--- config.mk ---
export PLATFORM = sky130hd
export DESIGN_NAME = cpc_fec_stream
export DESIGN_NICKNAME = d
export VERILOG_FILES = /design/src/rtl/cpc_fec_pkg.sv /design/src/rtl/cpc_fec_locator.sv /design/src/rtl/cpc_fec_stream.sv
export SDC_FILE = /design/constraint.sdc
export NUM_CORES = 1
export LEC_CHECK = 0
export CAP_MARGIN = 10
export CORE_MARGIN = 2
export CORE_UTILIZATION = 40
export CTS_BUF_LIST = sky130_fd_sc_hd__clkbuf_16
export DETAILED_ROUTE_END_ITERATION = 16
export GPL_TIMING_DRIVEN = 0
export SYNTH_ARGS = -nofsm -noshare
export SYNTH_HDL_FRONTEND = slang
export SYNTH_SLANG_ARGS = --single-unit
export TNS_END_PERCENT = 5
--- constraint.sdc ---
create_clock -name clk -period 5.8 [get_ports clk]
set_input_delay 0.58 -clock clk [delete_from_list [all_inputs] [get_ports clk]]
set_output_delay 0.58 -clock clk [all_outputs]
set_load 0.01 [all_outputs]
--- src/rtl/cpc_fec_pkg.sv ---
// Shared types for the streaming cross-parity FEC corrector.
// Index fields are sized for up to 64 rows or columns.
package cpc_fec_pkg;

    localparam int IDX_W = 6;
    localparam int VEC_W = 64;

    typedef enum logic [1:0] {
        COLLECT,
        DECIDE,
        DRAIN
    } state_e;

    typedef struct packed {
        logic             det;
        logic             corr;
        logic [IDX_W-1:0] row;
        logic [IDX_W-1:0] col;
    } status_t;

    typedef struct packed {
        logic             is_onehot;
        logic [IDX_W-1:0] index;
    } onehot_t;

    function automatic onehot_t onehot_idx(input logic [VEC_W-1:0] vec);
        onehot_t     res;
        int unsigned n;
        res = '0;
        n   = 0;
        for (int i = 0; i < VEC_W; i++) begin
            if (vec[i]) begin
                n++;
                res.index = IDX_W'(i);
            end
        end
        res.is_onehot = (n == 1);
        return res;
    endfunction

endpackage

--- src/rtl/cpc_fec_locator.sv ---
// Combinational syndrome classifier: status plus data-bit flip enable.
// Shared with the legacy combinational corrector.
module cpc_fec_locator
    import cpc_fec_pkg::*;
#(
    parameter int WIDTH = 4,
    parameter int DEPTH = 4
) (
    input  logic [DEPTH-1:0] row_syn_i,
    input  logic [WIDTH-1:0] col_syn_i,
    input  logic             correct_en_i,
    output status_t          status_o,
    output logic             flip_o
);

    onehot_t r_oh;
    onehot_t c_oh;
    logic    r_zero;
    logic    c_zero;

    assign r_oh   = onehot_idx(VEC_W'(row_syn_i));
    assign c_oh   = onehot_idx(VEC_W'(col_syn_i));
    assign r_zero = (row_syn_i == '0);
    assign c_zero = (col_syn_i == '0);

    always_comb begin
        status_o = '0;
        flip_o   = 1'b0;
        if (!(r_zero && c_zero)) begin
            status_o.det = 1'b1;
            if (r_oh.is_onehot && c_oh.is_onehot) begin
                status_o.corr = correct_en_i;
                status_o.row  = r_oh.index;
                status_o.col  = c_oh.index;
                flip_o        = correct_en_i;
            end else if ((r_oh.is_onehot && c_zero) ||
                         (r_zero && c_oh.is_onehot)) begin
                // only a parity bit is wrong; the data is already good
                status_o.corr = correct_en_i;
            end
        end
    end

endmodule

--- src/rtl/cpc_fec_stream.sv ---
// Streaming cross-parity corrector: collect a block, classify, replay
// the corrected rows with per-block status and saturating counters.
module cpc_fec_stream
    import cpc_fec_pkg::*;
#(
    parameter int WIDTH = 4,
    parameter int DEPTH = 4,
    parameter int CNT_W = 16
) (
    input  logic                     clk,
    input  logic                     rst_n,
    input  logic                     correct_en,
    input  logic                     in_valid,
    output logic                     in_ready,
    input  logic [WIDTH-1:0]         in_data,
    input  logic                     in_par,
    output logic                     out_valid,
    input  logic                     out_ready,
    output logic [WIDTH-1:0]         out_data,
    output logic                     out_last,
    output logic                     err_det,
    output logic                     err_corr,
    output logic [$clog2(DEPTH)-1:0] err_row,
    output logic [$clog2(WIDTH)-1:0] err_col,
    output logic                     complete,
    output logic [CNT_W-1:0]         corr_cnt,
    output logic [CNT_W-1:0]         uncorr_cnt
);

    localparam int RW = $clog2(DEPTH);
    localparam int CW = $clog2(WIDTH);
    localparam int BW = $clog2(DEPTH + 1);

    state_e           state_q;
    logic [BW-1:0]    beat_q;
    logic [RW-1:0]    idx_q;
    logic [WIDTH-1:0] buf_q [DEPTH];
    logic [DEPTH-1:0] row_syn_q;
    logic [WIDTH-1:0] col_syn_q;
    logic             ce_q;
    logic             det_q;
    logic             corr_q;
    logic [RW-1:0]    row_q;
    logic [CW-1:0]    col_q;
    logic             cmp_q;
    logic [CNT_W-1:0] cc_q;
    logic [CNT_W-1:0] cc_d;
    logic [CNT_W-1:0] uc_q;
    logic [CNT_W-1:0] uc_d;

    status_t loc_st;
    logic    loc_flip;
    logic    in_fire;
    logic    out_fire;
    logic    last_beat;
    logic    unused_st;

    cpc_fec_locator #(
        .WIDTH(WIDTH),
        .DEPTH(DEPTH)
    ) u_loc (
        .row_syn_i   (row_syn_q),
        .col_syn_i   (col_syn_q),
        .correct_en_i(ce_q),
        .status_o    (loc_st),
        .flip_o      (loc_flip)
    );

    assign unused_st = ^{loc_st.row, loc_st.col};

    assign in_ready  = (state_q == COLLECT);
    assign in_fire   = in_valid && in_ready;
    assign last_beat = (beat_q == BW'(DEPTH));
    assign out_valid = (state_q == DRAIN);
    assign out_fire  = out_valid && out_ready;
    assign out_data  = buf_q[idx_q];
    assign out_last  = out_valid && (idx_q == RW'(DEPTH - 1));

    always_comb begin
        cc_d = cc_q;
        uc_d = uc_q;
        if (loc_st.corr && (cc_q != '1)) cc_d = cc_q + 1'b1;
        if (loc_st.det && !loc_st.corr && (uc_q != '1)) uc_d = uc_q + 1'b1;
    end

    always_ff @(posedge clk or negedge rst_n) begin
        if (!rst_n) begin
            state_q   <= COLLECT;
            beat_q    <= '0;
            idx_q     <= '0;
            for (int i = 0; i < DEPTH; i++) buf_q[i] <= '0;
            row_syn_q <= '0;
            col_syn_q <= '0;
            ce_q      <= 1'b0;
            det_q     <= 1'b0;
            corr_q    <= 1'b0;
            row_q     <= '0;
            col_q     <= '0;
            cmp_q     <= 1'b0;
            cc_q      <= '0;
            uc_q      <= '0;
        end else begin
            cmp_q <= 1'b0;
            unique case (state_q)
                COLLECT: begin
                    if (in_fire) begin
                        col_syn_q <= col_syn_q ^ in_data;
                        if (last_beat) begin
                            state_q <= DECIDE;
                        end else begin
                            buf_q[beat_q[RW-1:0]]     <= in_data;
                            row_syn_q[beat_q[RW-1:0]] <= ^in_data ^ in_par;
                            beat_q                    <= beat_q + 1'b1;
                            if (beat_q == '0) ce_q <= correct_en;
                        end
                    end
                end
                DECIDE: begin
                    det_q  <= loc_st.det;
                    corr_q <= loc_st.corr;
                    row_q  <= loc_st.row[RW-1:0];
                    col_q  <= loc_st.col[CW-1:0];
                    if (loc_flip) begin
                        buf_q[loc_st.row[RW-1:0]][loc_st.col[CW-1:0]] <=
                            ~buf_q[loc_st.row[RW-1:0]][loc_st.col[CW-1:0]];
                    end
                    cc_q    <= cc_d;
                    uc_q    <= uc_d;
                    state_q <= DRAIN;
                end
                DRAIN: begin
                    if (out_fire) begin
                        if (out_last) begin
                            idx_q     <= '0;
                            beat_q    <= '0;
                            row_syn_q <= '0;
                            col_syn_q <= '0;
                            det_q     <= 1'b0;
                            corr_q    <= 1'b0;
                            row_q     <= '0;
                            col_q     <= '0;
                            cmp_q     <= 1'b1;
                            state_q   <= COLLECT;
                        end else begin
                            idx_q <= idx_q + 1'b1;
                        end
                    end
                end
                default: state_q <= COLLECT;
            endcase
        end
    end

    assign err_det    = det_q;
    assign err_corr   = corr_q;
    assign err_row    = row_q;
    assign err_col    = col_q;
    assign complete   = cmp_q;
    assign corr_cnt   = cc_q;
    assign uncorr_cnt = uc_q;

endmodule
==> results.md <==
- First-pass GRT wire length: roughly 20 mm
- CP max stage delay: just over 0.5 ns
- Gr usage total: 23.2%
- Number of DRC markers in iteration 0: around 210
- Total die area: about 0.012 sq mm
- Post-synth EDFFs: 0
- Synthesized area per cell: 9.47 sq um
- DP Area: roughly 0.0050 sq mm
- Crit-path most repeated cell: ha_1
- CP max stage cell: nor3_1
- Post_cts resized: 0
- Drt wl/cell: roughly 19 um
- Synth top area share: 41.5%
- Worst Reg2Reg Path Length in Cells: 12
- Hold buffers post-CTS: 0
- Vias: about 3.8k
- Vias per cell: 5.77
- Worst min-delay path class: input pin to asynchronous set/reset pin
- Area Growth Syn to Fin: 23.8%
- Worst r2r src: row_syn_q[1]
- Post-synth cell types: slightly above 60
- Highest clock rate: ~0.25 GHz
- Mapped Cells: approximately 450
- Synth area leaders: dfrtp_1, xnor2_1, ha_1
- Worst EP required: 6.04 ns
- Core Rows: 37
- Final core utilization: between 50% and 60%
- Minimum clock period: about 3.9 ns
- Total power draw: 2660 uW
- Met2 Use GR: 36.1%
- Sequential area share after synthesis: between 40% and 50%
- IO Port Bufs: 55
- Hpwl dp: just over 9 mm
- Max-slew violation count: 0
- Final Instance Area: 0.00530 sq mm
- GR Util met1: approximately a third
- IO Count: 56
- CP cell instances: clkbuf_1 > inv_1 > ha_1 > xor2_1 > ha_1 > nor3b_1 > a311oi_1 > nor3_1 > a31oi_2 > a2111oi_4 > nand2_2 > o31ai_1
- Synth Net Count: 477
- Setup TNS: 0 ns
- CTS clock-pin slew for the worst setup and hold paths: 0.06 ns
- Congestion Overflow GR: 0
- Final Hold Vio Count: 0
- GRT Max-Usage Layer: met2
- Leakage: approximately 0.0022 uW
- Flop2flop setup slack: 1.86 ns
- Crit share post-route: 68.0%
- # fillers: 990
- Clock sink count: slightly above 70
- Post-synth ARST share: 100%
- H-tree Lvls: 3
- Worst slew margin: approximately 48%
- PD cells: 503 mW/mm^2
- Worst Max-Slew Pin Slew: 0.766 ns
- Crit-path leading delay family: compound AO/OA/AOI/OAI gates
- Worst Path Arrival: about 4.2 ns
- Initial antenna violation count: 0
- Ys Warns: 0
- DRC Markers: 0
- GR Util met3: between 3 and 4%
- Worst reg2reg endpoint: buf_q[2]
- Share of post-route cells with drive strength above 1: 6.87%
- Setup Fix Bufs, Post-CTS: 0
- Die W: between 100 and 150 um
- Antenna viol nets, final: 0
- Setup crit end kind: flop
- Skew-Pair Late Insertion Delay: 0.33 ns
- Max Root-Sink Buffers: 2
- Final Skew: between 0.007 and 0.008 ns
- Clk root buf: clkbuf_16
- Num CTS Buffers: 9
- Routability cong.: between 0.9 and 1
- Yosys reg bits: just over 70
- DIE HEIGHT: around 110 um
- CTS tree: done
- Type of origin of the critical path: flop
- DRT Wirelength: between 10 and 15 mm
- Status: completed
- Critical path class: flop to flop
- Area of the core: 0.0104 sq mm
- Ant diodes: 0
- # setup viols final: 0
- RSZ-0062 raised after global routing: no
- Pre-antenna DRT Iters: 4
- Maximum VDD drop: approximately 0.22 mV
- Yosys top cell by area: dfrtp_1
- Critical path buffers and inverters: 2
- Ys flop type: dfrtp_1
- Largest net degree at the start of global routing: a little under 60
- Initial Util: roughly two fifths
- Max-cap check violation count: 0
- CP max FO: 10
- Worst hold slack: 0.106 ns
- Synth Cell Area: approximately 0.0043 sq mm
- Vias in the first global route: about 3.7k
- # nets final: approximately 540
==> flip-flops by register name, indices dropped and copies added (netlist names), 3 cells and up <==
| register | count |
|---|---|
| buf_q | 16 |
| corr_cnt | 16 |
| uncorr_cnt | 16 |
| row_syn_q | 4 |
| col_syn_q | 4 |
| beat_q | 3 |
==> cell type report <==
cell class	count	area [sq um]	area share, %
sequential	71	1780	33.5
multi-input combinational	345	2350	44.3
tap	136	170	3.21
timing repair buffer	56	576	10.9
inverter	16	60.1	1.13
clock buffer	9	225	4.25
buffer	20	96.3	1.82
clock inverter	7	48.8	0.921
==> cells in the mapped netlist, types with 11 or more instances <==
master / count
dfrtp_1: 71
nand2_1: 50
nand3_1: 35
xnor2_1: 29
nor2_1: 27
inv_1: 16
and3_1: 15
ha_1: 15
a21oi_1: 14
nand4_1: 13
xor2_1: 13
clkbuf_1: 12
o21ai_0: 12
o211ai_1: 11
==> cell families (layout without fill, tap and decap cells) <==
group / count (synthesis) / after routing / synth area share, %
AOI/OAI and AO/OA: 89 / 89 / 14.8
xor gates and xnor gates: 42 / 42 / 8.60
adders and majority gates: 15 / 15 / 4.39
buffers and inverters: 36 / 108 / 3.65
DFF: 71 / 71 / 41.5
muxes: 12 / 12 / 4.09
and+or+nand+nor: 187 / 187 / 22.9
==> per-layer routing <==
metal | up-vias | wire [um]
met3 | 30 | 704
li1 | 1777 | -
met1 | 1847 | 5700
met4 | 0 | 351
met5 | - | 0
met2 | 152 | 5840
==> placed cells by master, fill, tap and decap left out, drive strengths merged, types with 10 or more instances in the layout <==
cell and count:
clkdlybuf4s50 54, ha 15, o21ai 20, nand3 35, nand4 13, and3 15, xnor2 29, nand2 51
nor2 27, a21oi 14, o211ai 11, buf 10, dfrtp 71, inv 17, clkbuf 21, xor2 13
==> through the flow <==
step	worst slack, ns	std cells
6_report	1.86	660
5_1_grt	1.63	660
4_1_cts	1.93	660
3_5_place_dp	1.95	644
3_3_place_gp	1.56	643
2_1_floorplan	2.51	452
==> report_power, final <==
| group | total, uW | switching, uW | internal, uW |
|---|---|---|---|
| sequential | 782 | 157 | 626 |
| clock | 518 | 229 | 289 |
| combinational | 1360 | 808 | 556 |
| total | 2660 | 1190 | 1470 |
==> worst max-delay path by stage <==
| stage | start | end | slack [ns] | cells past startpoint |
|---|---|---|---|---|
| 2_1_floorplan | row_syn_q[1] | buf_q[15] | 2.51 | 13 |
| 3_3_place_gp | rst_n | uncorr_cnt[11] | 1.56 | 1 |
| 3_5_place_dp | row_syn_q[1] | buf_q[2] | 1.95 | 12 |
| 4_1_cts | row_syn_q[1] | buf_q[2] | 1.93 | 12 |
| 5_1_grt | row_syn_q[1] | buf_q[2] | 1.63 | 12 |
| 6_report | row_syn_q[1] | buf_q[2] | 1.86 | 12 |
Power figures use the tool's default switching activity.
